`config.mk`:
```
export PLATFORM = sky130hd
export DESIGN_NAME = sp_tracker_pno_flat
export DESIGN_NICKNAME = d
export VERILOG_FILES = /design/src/rtl/sp_tracker_pno_if.sv /design/src/rtl/sp_tracker_pno.sv /design/src/flat_wrapper.sv
export SDC_FILE = /design/constraint.sdc
export NUM_CORES = 1
export LEC_CHECK = 0
export CORE_MARGIN = 1
export CORE_UTILIZATION = 51
export DETAILED_ROUTE_END_ITERATION = 8
export GPL_ROUTABILITY_DRIVEN = 0
export PLACE_DENSITY = 0.69
export SLEW_MARGIN = 20
export SYNTH_ARGS = -nofsm -noshare
export SYNTH_HDL_FRONTEND = slang
export SYNTH_SLANG_ARGS = --single-unit
```
`constraint.sdc`:
```
create_clock -name CLK -period 14.2 [get_ports CLK]
set_input_delay 2.84 -clock CLK [delete_from_list [all_inputs] [get_ports CLK]]
set_output_delay 2.84 -clock CLK [all_outputs]
set_load 0.02 [all_outputs]
```
`src/rtl/sp_tracker_pno_if.sv`:
```
// Signal bundle between the tracker core and its ADC front-end, mode/jog inputs and servo pins.
// The bench or system side is master; the tracker core is slave.
interface sp_tracker_pno_if #(
  parameter int ADC_W    = 12,
  parameter int NUM_AXES = 2,
  parameter int POS_W    = 8,
  parameter int AXIS_W   = (NUM_AXES > 1) ? $clog2(NUM_AXES) : 1
);
  logic [ADC_W-1:0]          V_in;
  logic                      V_valid;
  logic                      MODE_AUTO;
  logic [NUM_AXES-1:0]       BTN_INC;
  logic [NUM_AXES-1:0]       BTN_DEC;
  logic [NUM_AXES-1:0]       SERVO;
  logic [NUM_AXES*POS_W-1:0] POS;
  logic [NUM_AXES-1:0]       DIR;
  logic [AXIS_W-1:0]         AXIS;
  logic [ADC_W-1:0]          max_V_in;
  logic [2:0]                STAT;

  modport master (
    output V_in, V_valid, MODE_AUTO, BTN_INC, BTN_DEC,
    input  SERVO, POS, DIR, AXIS, max_V_in, STAT
  );

  modport slave (
    input  V_in, V_valid, MODE_AUTO, BTN_INC, BTN_DEC,
    output SERVO, POS, DIR, AXIS, max_V_in, STAT
  );
endinterface

```
`src/rtl/sp_tracker_pno.sv`:
```
// N-axis solar tracker: perturb-and-observe hill-climb on panel voltage, one axis at a time,
// manual button jog when not in auto, and one glitch-free servo PWM per axis.
//
// state   | meaning
// IDLE    | manual jog; MODE_AUTO=1 starts a fresh auto run on axis 0
// MOVE    | step POS[AXIS] along DIR[AXIS], flip DIR on a clamped step
// SETTLE  | let the mount settle for SETTLE_CYC cycles
// SAMPLE  | wait for V_valid and latch V_in
// COMPARE | hill-climb decision, miss counting and axis advance
module sp_tracker_pno #(
  parameter int ADC_W      = 12,
  parameter int NUM_AXES   = 2,
  parameter int POS_W      = 8,
  parameter int STEP       = 1,
  parameter int HYST       = 8,
  parameter int SETTLE_CYC = 1_000_000,
  parameter int PWM_PERIOD = 2_000_000,
  parameter int PWM_MIN    = 100_000,
  parameter int PWM_SCALE  = 390
) (
  input  logic              CLK,
  input  logic              RST_N,
  sp_tracker_pno_if.slave   bus
);
  localparam int AXIS_W = (NUM_AXES > 1) ? $clog2(NUM_AXES) : 1;
  localparam int ST_W   = $clog2(SETTLE_CYC + 1);
  localparam int CNT_W  = $clog2(PWM_PERIOD);

  localparam logic [POS_W-1:0]  POS_MAX   = '1;
  localparam logic [POS_W-1:0]  POS_RST   = POS_W'(1) << (POS_W - 1);
  localparam logic [POS_W:0]    STEP_X    = (POS_W + 1)'(STEP);
  localparam logic [ADC_W:0]    HYST_X    = (ADC_W + 1)'(HYST);
  localparam logic [ST_W-1:0]   SETTLE_LD = ST_W'(SETTLE_CYC - 1);
  localparam logic [CNT_W-1:0]  CNT_LAST  = CNT_W'(PWM_PERIOD - 1);
  localparam logic [CNT_W-1:0]  PMIN_C    = CNT_W'(PWM_MIN);
  localparam logic [CNT_W-1:0]  PSCALE_C  = CNT_W'(PWM_SCALE);
  localparam logic [AXIS_W-1:0] AXIS_LAST = AXIS_W'(NUM_AXES - 1);

  typedef enum logic [2:0] {
    S_IDLE    = 3'b000,
    S_MOVE    = 3'b001,
    S_SETTLE  = 3'b010,
    S_SAMPLE  = 3'b011,
    S_COMPARE = 3'b100
  } state_t;

  state_t              state_q;
  logic [POS_W-1:0]    pos_q [NUM_AXES];
  logic [NUM_AXES-1:0] dir_q;
  logic [AXIS_W-1:0]   axis_q;
  logic [ADC_W-1:0]    max_q;
  logic [ADC_W-1:0]    sample_q;
  logic [1:0]          miss_q;
  logic                first_q;
  logic [ST_W-1:0]     settle_q;
  logic [NUM_AXES-1:0] inc_q, dec_q, inc_rise, dec_rise;
  logic [CNT_W-1:0]    cnt_q;
  logic [CNT_W-1:0]    cmp_q [NUM_AXES];
  logic [CNT_W-1:0]    cmp_d [NUM_AXES];
  logic [NUM_AXES-1:0] servo_q;
  logic [NUM_AXES*POS_W-1:0] pos_flat;
  logic                better;

  function automatic logic [POS_W-1:0] pos_step(input logic [POS_W-1:0] p, input logic up);
    logic [POS_W:0] px;
    px = {1'b0, p};
    if (up) return (px + STEP_X > {1'b0, POS_MAX}) ? POS_MAX : POS_W'(px + STEP_X);
    else    return (px < STEP_X) ? '0 : POS_W'(px - STEP_X);
  endfunction

  function automatic logic pos_clamps(input logic [POS_W-1:0] p, input logic up);
    logic [POS_W:0] px;
    px = {1'b0, p};
    return up ? (px + STEP_X > {1'b0, POS_MAX}) : (px < STEP_X);
  endfunction

  assign inc_rise = bus.BTN_INC & ~inc_q;
  assign dec_rise = bus.BTN_DEC & ~dec_q;
  // One extra bit so max + HYST cannot wrap near full scale.
  assign better   = {1'b0, sample_q} > ({1'b0, max_q} + HYST_X);

  always_ff @(posedge CLK or negedge RST_N) begin
    if (!RST_N) begin
      state_q  <= S_IDLE;
      for (int k = 0; k < NUM_AXES; k++) pos_q[k] <= POS_RST;
      dir_q    <= '1;
      axis_q   <= '0;
      max_q    <= '0;
      sample_q <= '0;
      miss_q   <= '0;
      first_q  <= 1'b1;
      settle_q <= '0;
    end else if (state_q != S_IDLE && !bus.MODE_AUTO) begin
      state_q <= S_IDLE;
    end else begin
      case (state_q)
        S_IDLE: begin
          if (bus.MODE_AUTO) begin
            first_q <= 1'b1;
            miss_q  <= '0;
            axis_q  <= '0;
            state_q <= S_MOVE;
          end else begin
            for (int k = 0; k < NUM_AXES; k++) begin
              if (inc_rise[k] && !dec_rise[k])      pos_q[k] <= pos_step(pos_q[k], 1'b1);
              else if (dec_rise[k] && !inc_rise[k]) pos_q[k] <= pos_step(pos_q[k], 1'b0);
            end
          end
        end
        S_MOVE: begin
          pos_q[axis_q] <= pos_step(pos_q[axis_q], dir_q[axis_q]);
          if (pos_clamps(pos_q[axis_q], dir_q[axis_q])) dir_q[axis_q] <= ~dir_q[axis_q];
          settle_q <= SETTLE_LD;
          state_q  <= S_SETTLE;
        end
        S_SETTLE: begin
          if (settle_q == '0) state_q <= S_SAMPLE;
          else                settle_q <= settle_q - ST_W'(1);
        end
        S_SAMPLE: begin
          if (bus.V_valid) begin
            sample_q <= bus.V_in;
            state_q  <= S_COMPARE;
          end
        end
        S_COMPARE: begin
          state_q <= S_MOVE;
          if (first_q) begin
            max_q   <= sample_q;
            first_q <= 1'b0;
            miss_q  <= '0;
          end else if (better) begin
            max_q  <= sample_q;
            miss_q <= '0;
          end else begin
            dir_q[axis_q] <= ~dir_q[axis_q];
            if (miss_q == 2'd1) begin
              miss_q <= '0;
              axis_q <= (axis_q == AXIS_LAST) ? '0 : axis_q + AXIS_W'(1);
            end else begin
              miss_q <= miss_q + 2'd1;
            end
          end
        end
        default: state_q <= S_IDLE;
      endcase
    end
  end

  always_ff @(posedge CLK or negedge RST_N) begin
    if (!RST_N) begin
      inc_q <= '0;
      dec_q <= '0;
    end else begin
      inc_q <= bus.BTN_INC;
      dec_q <= bus.BTN_DEC;
    end
  end

  always_comb begin
    for (int k = 0; k < NUM_AXES; k++) cmp_d[k] = PMIN_C + CNT_W'(pos_q[k]) * PSCALE_C;
  end

  // Compare values are only reloaded at counter 0 so a pulse is never cut or stretched mid-frame.
  always_ff @(posedge CLK or negedge RST_N) begin
    if (!RST_N) begin
      cnt_q   <= '0;
      servo_q <= '0;
      for (int k = 0; k < NUM_AXES; k++) cmp_q[k] <= '0;
    end else begin
      cnt_q <= (cnt_q == CNT_LAST) ? '0 : cnt_q + CNT_W'(1);
      for (int k = 0; k < NUM_AXES; k++) begin
        if (cnt_q == '0) begin
          cmp_q[k]   <= cmp_d[k];
          servo_q[k] <= cnt_q < cmp_d[k];
        end else begin
          servo_q[k] <= cnt_q < cmp_q[k];
        end
      end
    end
  end

  always_comb begin
    pos_flat = '0;
    for (int k = 0; k < NUM_AXES; k++) pos_flat[k*POS_W +: POS_W] = pos_q[k];
  end

  assign bus.POS      = pos_flat;
  assign bus.SERVO    = servo_q;
  assign bus.DIR      = dir_q;
  assign bus.AXIS     = axis_q;
  assign bus.max_V_in = max_q;
  assign bus.STAT     = state_q;
endmodule

```
`src/flat_wrapper.sv`:
```
// flat-port wrapper written by rule: the top's interface ports become plain ports
module sp_tracker_pno_flat 
#(
  parameter int ADC_W      = 12,
  parameter int NUM_AXES   = 2,
  parameter int POS_W      = 8,
  parameter int STEP       = 1,
  parameter int HYST       = 8,
  parameter int SETTLE_CYC = 1_000_000,
  parameter int PWM_PERIOD = 2_000_000,
  parameter int PWM_MIN    = 100_000,
  parameter int PWM_SCALE  = 390
)
  (CLK, RST_N, bus_V_in, bus_V_valid, bus_MODE_AUTO, bus_BTN_INC, bus_BTN_DEC, bus_SERVO, bus_POS, bus_DIR, bus_AXIS, bus_max_V_in, bus_STAT);
  sp_tracker_pno_if #(.ADC_W(ADC_W), .NUM_AXES(NUM_AXES), .POS_W(POS_W)) bus_i ();
  input  logic CLK;
  input  logic RST_N;
  input wire logic [$bits(bus_i.V_in)-1:0] bus_V_in;
  input wire logic [$bits(bus_i.V_valid)-1:0] bus_V_valid;
  input wire logic [$bits(bus_i.MODE_AUTO)-1:0] bus_MODE_AUTO;
  input wire logic [$bits(bus_i.BTN_INC)-1:0] bus_BTN_INC;
  input wire logic [$bits(bus_i.BTN_DEC)-1:0] bus_BTN_DEC;
  output wire logic [$bits(bus_i.SERVO)-1:0] bus_SERVO;
  output wire logic [$bits(bus_i.POS)-1:0] bus_POS;
  output wire logic [$bits(bus_i.DIR)-1:0] bus_DIR;
  output wire logic [$bits(bus_i.AXIS)-1:0] bus_AXIS;
  output wire logic [$bits(bus_i.max_V_in)-1:0] bus_max_V_in;
  output wire logic [$bits(bus_i.STAT)-1:0] bus_STAT;
  assign bus_i.V_in = bus_V_in;
  assign bus_i.V_valid = bus_V_valid;
  assign bus_i.MODE_AUTO = bus_MODE_AUTO;
  assign bus_i.BTN_INC = bus_BTN_INC;
  assign bus_i.BTN_DEC = bus_BTN_DEC;
  assign bus_SERVO = bus_i.SERVO;
  assign bus_POS = bus_i.POS;
  assign bus_DIR = bus_i.DIR;
  assign bus_AXIS = bus_i.AXIS;
  assign bus_max_V_in = bus_i.max_V_in;
  assign bus_STAT = bus_i.STAT;
  sp_tracker_pno #(.ADC_W(ADC_W), .NUM_AXES(NUM_AXES), .POS_W(POS_W), .STEP(STEP), .HYST(HYST), .SETTLE_CYC(SETTLE_CYC), .PWM_PERIOD(PWM_PERIOD), .PWM_MIN(PWM_MIN), .PWM_SCALE(PWM_SCALE)) u_core (.CLK(CLK), .RST_N(RST_N), .bus(bus_i));
endmodule
```
==> impl_metrics.csv, run 1 <==
group,metric,value,unit
final_layout,regArea,3259,sq um
global_routing,gr-total-overflow,0,
synthesis,netlist_instances,1285,
timing,setup_viol,0,
final_layout,multi_input_area,7592,sq um
floorplanning,initial_core_util,0.5214,
clock_network,postCtsSetupRepairBufs,0,
timing,post-route-period-util,0.3959,
critical_path,cp_slowest_cell,"dfrtp_1",
clock_network,clock_latency,0.44,ns
clock_network,cts_root_buf,"clkbuf_16",
hold_path,worstHoldStart,"u_core.cnt_q[0]",
job,cap_violations,0,
clock_network,cts.sinks,130,
clock_network,numCtsBuffers,17,
clock_network,path_clk_slew,0.06,ns
timing,rsz0062_at_grt,"false",
timing,setup_ws,8.578,ns
critical_path,critPathRequiredTime,14.54,ns
timing,fin_crit,5.622,ns
timing,fmax,177.9,MHz
clock_network,htree_levels,4,
critical_path,start_kind,"register",
drt,dr.pass1.iters,6,
global_routing,met1_usage,0.3387,
drt,num_vias,9586,
critical_path,ff2ff_path_depth,22,
clock_network,cts_tree,"done",
critical_path,slowest_delay,0.64,ns
critical_path,critical_path_arrival,5.96,ns
global_routing,track_usage,0.2453,
floorplanning,dieArea,22910,sq um
global_routing,use_met3,0.04337,
global_routing,grt_most_used_layer,"met2",
final_layout,antenna_cells,0,
final_layout,num-fill-cells,1958,
critical_path,critPathMaxFanout,14,
critical_path,path_buf_inv,2,
clock_network,cts_hold_buf,0,
hold_path,hold_path.class,"reg2reg",
timing,maxSlewViolCount,0,
timing,tns,0,ns
critical_path,crit_chain,"ha_1 > ha_1 > ha_1 > inv_1 > fa_1 > inv_1 > ha_1 > a21o_1 > a21oi_1 > nand2_1 > xor2_1 > o311ai_1 > nor3_1 > xnor2_1 > ha_1 > nand3_1 > nor3_1 > o21ai_0 > a21oi_1 > a2111oi_0 > a21oi_1 > o31ai_1",
global_routing,grt_max_degree,67,
clock_network,cts_resized,0,
drt,routed_via_density,5.921,
timing,fin_skew,0.009609,ns
final_layout,layout_commonest_cell,"ha_1",
synthesis,synth_nets,1497,
timing,tightest_slew,1.012,ns
final_layout,fin_nets,1538,
place,preCtsSetupSlack,8.636,ns
drt,ant_nets,0,
place,place_hpwl,20360,um
drt,wl_per_cell,16.69,um
floorplanning,pin_count,56,
timing,worst_slew_margin_rel,0.3201,
critical_path,critPathKind,"reg2reg",
floorplanning,fp.coreArea,21820,sq um
synthesis,ys_ff_latch,130,
floorplanning,die_y,151.4,um
synthesis,ys_warn_count,0,
final_layout,area_growth_syn_to_layout,12.00,%
critical_path,timing.rr.start,"u_core.bus.POS[0]",
synthesis,ys.flop_type,"dfrtp_1",
hold_path,holdPathStages,1,
drt,drtIter0Drc,580,
critical_path,cp_num_cells,22,
global_routing,antenna_found_initial,0,
final_layout,drive_above_1_share,0.07020,
critical_path,crit_path_end_kind,"register",
timing,finalHoldViolations,0,
synthesis,netlist_area,11380,sq um
clock_network,clock_path_buffers,2,
synthesis,synth_edf_count,0,
global_routing,grt_pass1_wl,44060,um
floorplanning,fp.dieW,151.4,um
global_routing,use_met2,0.3890,
drt,post-route-drc-count,0,
synthesis,yosysSeqAreaShare,0.2864,
floorplanning,fp-row-count,54,
critical_path,worstSetupStartpoint,"u_core.bus.POS[0]",
critical_path,worst_path_most_repeated_cell,"ha_1",
drt,wl,27020,um
synthesis,synth_cell_type_count,79,
final_layout,layout_common_cells,"ha_1, dfrtp_1, nand2_1",
place,port_buffers,55,
synthesis,syn_area_per_cell,8.856,sq um
global_routing,grt_pass1_vias,8859,
run_status,status,"finished, final reports clean",
critical_path,crit_family,"adder cells",
synthesis,async_reset_ff_frac,1.000,
## metal layers
layer	part of all wire	vias to the layer above
li1	-	4699
met1	0.47	4591
met2	0.46	257
met3	0.046	39
met4	0.017	0
met5	0	-
## metrics by stage
step	utilization	cells	area (sq um)	hold WS (ns)
floorplan	-	1285	11380	0.4498
global placement	0.5572	1587	12160	0.4609
detailed placement	0.5572	1587	12160	0.4729
CTS	0.5838	1619	12740	0.4830
global route	0.5840	1619	12740	0.5026
finish	0.5840	1619	12740	0.4830
## final timing paths
check | endpoint | slack (ns)
max | u_core.bus.SERVO[0] | 8.58
min | u_core.cnt_q[0] | 0.48
max reg2reg | u_core.bus.SERVO[0] | 8.58
min reg2reg | u_core.cnt_q[0] | 0.48
max in group asynchronous | u_core.bus.POS[11] | 10.50
min in group asynchronous | u_core.cmp_q[9] | 2.37
## area by class of cell
cell class                      instances  share of cell area
Timing Repair Buffer                   60             0.04624
Tap cell                              280             0.02749
Inverter                               99             0.02916
Clock inverter                         14             0.01119
Clock buffer                           18             0.03446
Sequential cell                       130              0.2557
Multi-Input combinational cell       1018              0.5957
## cell usage after synthesis (20+ instances only)
master	count	area share
xor2_1	38	0.029
ha_1	184	0.20
nor2_1	82	0.027
mux2_2	25	0.025
o21ai_1	20	0.0088
o21ai_0	75	0.033
nand2_1	103	0.034
nand3_1	42	0.018
a21o_1	27	0.018
dfrtp_1	125	0.27
a31oi_1	20	0.011
xnor2_1	59	0.045
clkbuf_1	27	0.0089
a21oi_1	73	0.032
inv_1	97	0.032
nor3_1	38	0.017
## state kept, by name, summed over array words and instances, names as in the netlist
register and cells:
u_core.bus.POS 16, u_core.inc_q 2, u_core.cmp_q 34, u_core.sample_q 12, u_core.dec_q 2, u_core.bus.AXIS 1
u_core.bus.SERVO 2, u_core.bus.DIR 2, u_core.miss_q 2, u_core.bus.max_V_in 12, u_core.settle_q 20, u_core.cnt_q 21
u_core.bus.STAT 3, u_core.first_q 1
## cells by family after synthesis
kind of cell	count (synthesis)	synth area share
mux	37	0.03606
compound gates	307	0.1688
flops	130	0.2864
buf+inv	137	0.04717
simple gates	385	0.1705
xor+xnor	97	0.07466
fa+ha+maj	192	0.2164
Power of run 1 is left out: the tool's default activity adds up to more than one toggle a clock period on the data nets, which glitch-free logic cannot reach.
==> run 2: changes to the inputs <==
PLACE_DENSITY = 0.72   (was 0.69)
clock period = 4.9 ns   (was 14.2 ns; I/O delays follow)
==> run 2 against run 1 <==
The run now ends with setup timing left. Flip-flop and latch count unchanged. Sequential share of layout area is 1.5 points lower. Count of clock-buffer cells in the layout unchanged. Register-to-register slack got worse by 8.6 ns. Maximum frequency rose by 15%. Global-route usage is 0.51 points lower. Non-clock buffer count grew 48. Design area grew 6.6%.
==> impl_metrics.csv, run 2 (same netlist as run 1, synthesis figures left out) <==
group,metric,value,unit
run_status,status,"finished with violations",
run_status,violations,"setup timing",
timing,setup_viol,1,
drt,dr.pass1.iters,5,
timing,finalHoldViolations,0,
critical_path,slowest_delay,0.52,ns
floorplanning,initial_core_util,0.5214,
place,port_buffers,55,
timing,fin_skew,0.01263,ns
critical_path,crit_family,"adder cells",
clock_network,cts_tree,"done",
final_layout,num-fill-cells,1792,
timing,fmax,204.0,MHz
final_layout,regArea,3264,sq um
floorplanning,die_y,151.4,um
floorplanning,fp.dieW,151.4,um
floorplanning,pin_count,56,
clock_network,numCtsBuffers,17,
critical_path,critPathKind,"reg2reg",
global_routing,grt_max_degree,93,
critical_path,critical_path_arrival,5.23,ns
final_layout,area_growth_syn_to_layout,19.40,%
drt,routed_via_density,5.839,
critical_path,start_kind,"register",
critical_path,worst_path_most_repeated_cell,"ha_4",
global_routing,grt_pass1_vias,9001,
job,cap_violations,0,
timing,worst_slew_margin_rel,0.3425,
final_layout,layout_common_cells,"ha_1, dfrtp_1, nand2_1",
floorplanning,dieArea,22910,sq um
global_routing,gr-total-overflow,0,
drt,routed.top_layer,"met4",
clock_network,cts_root_buf,"clkbuf_16",
final_layout,largest_reg_flops,34,
hold_path,hold_path.class,"reg2reg",
timing,setup_ws,-0.003167,ns
drt,num_vias,9734,
timing,whs,0.4821,ns
floorplanning,fp.coreArea,21820,sq um
timing,post-route-period-util,1.001,
final_layout,multi_input_area,8063,sq um
timing,rsz0062_at_grt,"true",
global_routing,track_usage,0.2402,
drt,drtIter0Drc,559,
timing,maxSlewViolCount,0,
clock_network,htree_levels,4,
final_layout,fin_nets,1586,
drt,post-route-drc-count,0,
critical_path,crit_path_end_kind,"register",
drt,wl,27900,um
clock_network,clock_path_buffers,2,
final_layout,drive_above_1_share,0.1543,
critical_path,path_buf_inv,5,
clock_network,path_clk_slew,0.06,ns
final_layout,regMostFlops,"u_core.cmp_q",
timing,fin_crit,4.903,ns
clock_network,clock_latency,0.43,ns
final_layout,antenna_cells,0,
timing,tightest_slew,0.9588,ns
final_layout,layout_commonest_cell,"ha_1",
clock_network,cts_hold_buf,0,
global_routing,antenna_found_initial,0,
critical_path,cp_slowest_cell,"fa_1",
final_layout,largest_registers,"u_core.cmp_q x34, u_core.cnt_q x21, u_core.settle_q x20",
critical_path,critPathMaxFanout,5,
drt,ant_nets,0,
clock_network,cts.sinks,130,
floorplanning,fp-row-count,54,
place,place_hpwl,20190,um
critical_path,critPathRequiredTime,5.23,ns
drt,wl_per_cell,16.74,um
drt,wl_met2,12940,um
drt,route.layer.met1.wl,13090,um
global_routing,grt_pass1_wl,44000,um
drt,wl_met3,1474,um
## run 2: worst paths after layout
check / from / to / slack [ns] / depth (start not counted)
worst min-delay path: u_core.cmp_q[24] / u_core.cmp_q[24] / 0.48 / 2
min in group asynchronous: RST_N / u_core.sample_q[9] / 0.60 / 1
worst min register to register: u_core.cmp_q[24] / u_core.cmp_q[24] / 0.48 / 2
worst max register to register: u_core.bus.POS[2] / u_core.bus.SERVO[0] / -0.003 / 25
max in group asynchronous: RST_N / u_core.cnt_q[7] / 3.21 / 2
worst max-delay path: u_core.bus.POS[2] / u_core.bus.SERVO[0] / -0.003 / 25
## run 2: worst register-to-register path, cell delays in order (launching register included)
cell and delay [ns]:
dfrtp_2 0.42, inv_2 0.09, buf_6 0.13, ha_4 0.21
ha_4 0.27, ha_4 0.12, inv_1 0.05, fa_1 0.52
inv_2 0.05, ha_4 0.26, buf_6 0.10, o21a_1 0.17
nor2_1 0.07, a31oi_1 0.24, xnor2_1 0.17, nand3b_1 0.27
nor2_2 0.20, xor2_2 0.20, ha_1 0.28, nand3_2 0.09
nor3_2 0.05, o21ai_1 0.09, a21oi_2 0.06, a2111oi_4 0.35
a21oi_1 0.11, o31ai_1 0.24
## run 2: metrics by stage
step	utilization	TNS, ns	setup slack [ns]	cell area, sq um	std cells
global route	0.6226	-0.3240	-0.2642	13590	1667
detailed placement	0.5697	-0.06258	-0.06258	12430	1619
finish	0.6226	-0.003167	-0.003167	13590	1667
CTS	0.5964	0	0.01254	13020	1651
global placement	0.5697	0	0.04493	12430	1619
floorplan	-	0	0.03341	11420	1285
## run 2: layer usage
metal  GRT usage  vias to the layer above
li1            -                     4792
met1      0.3465                     4649
met2      0.3712                      256
met3     0.03223                       37
met4     0.07100                        0
met5           0                        -
## run 2: area by class of cell
class / count / share of cell area
Tap cell: 280 / 0.02579
Timing Repair Buffer: 108 / 0.07072
Clock buffer: 18 / 0.03159
Multi-Input combinational cell: 1018 / 0.5934
Inverter: 99 / 0.02735
Clock inverter: 14 / 0.01087
Sequential cell: 130 / 0.2403
## run 2: repair_timing
action	in CTS	in global routing
buffers inserted	0	16
setup endpoints to repair	1	2
gates resized for setup	2	85
pin swaps	0	43
Power of run 2 is left out for the same reason.
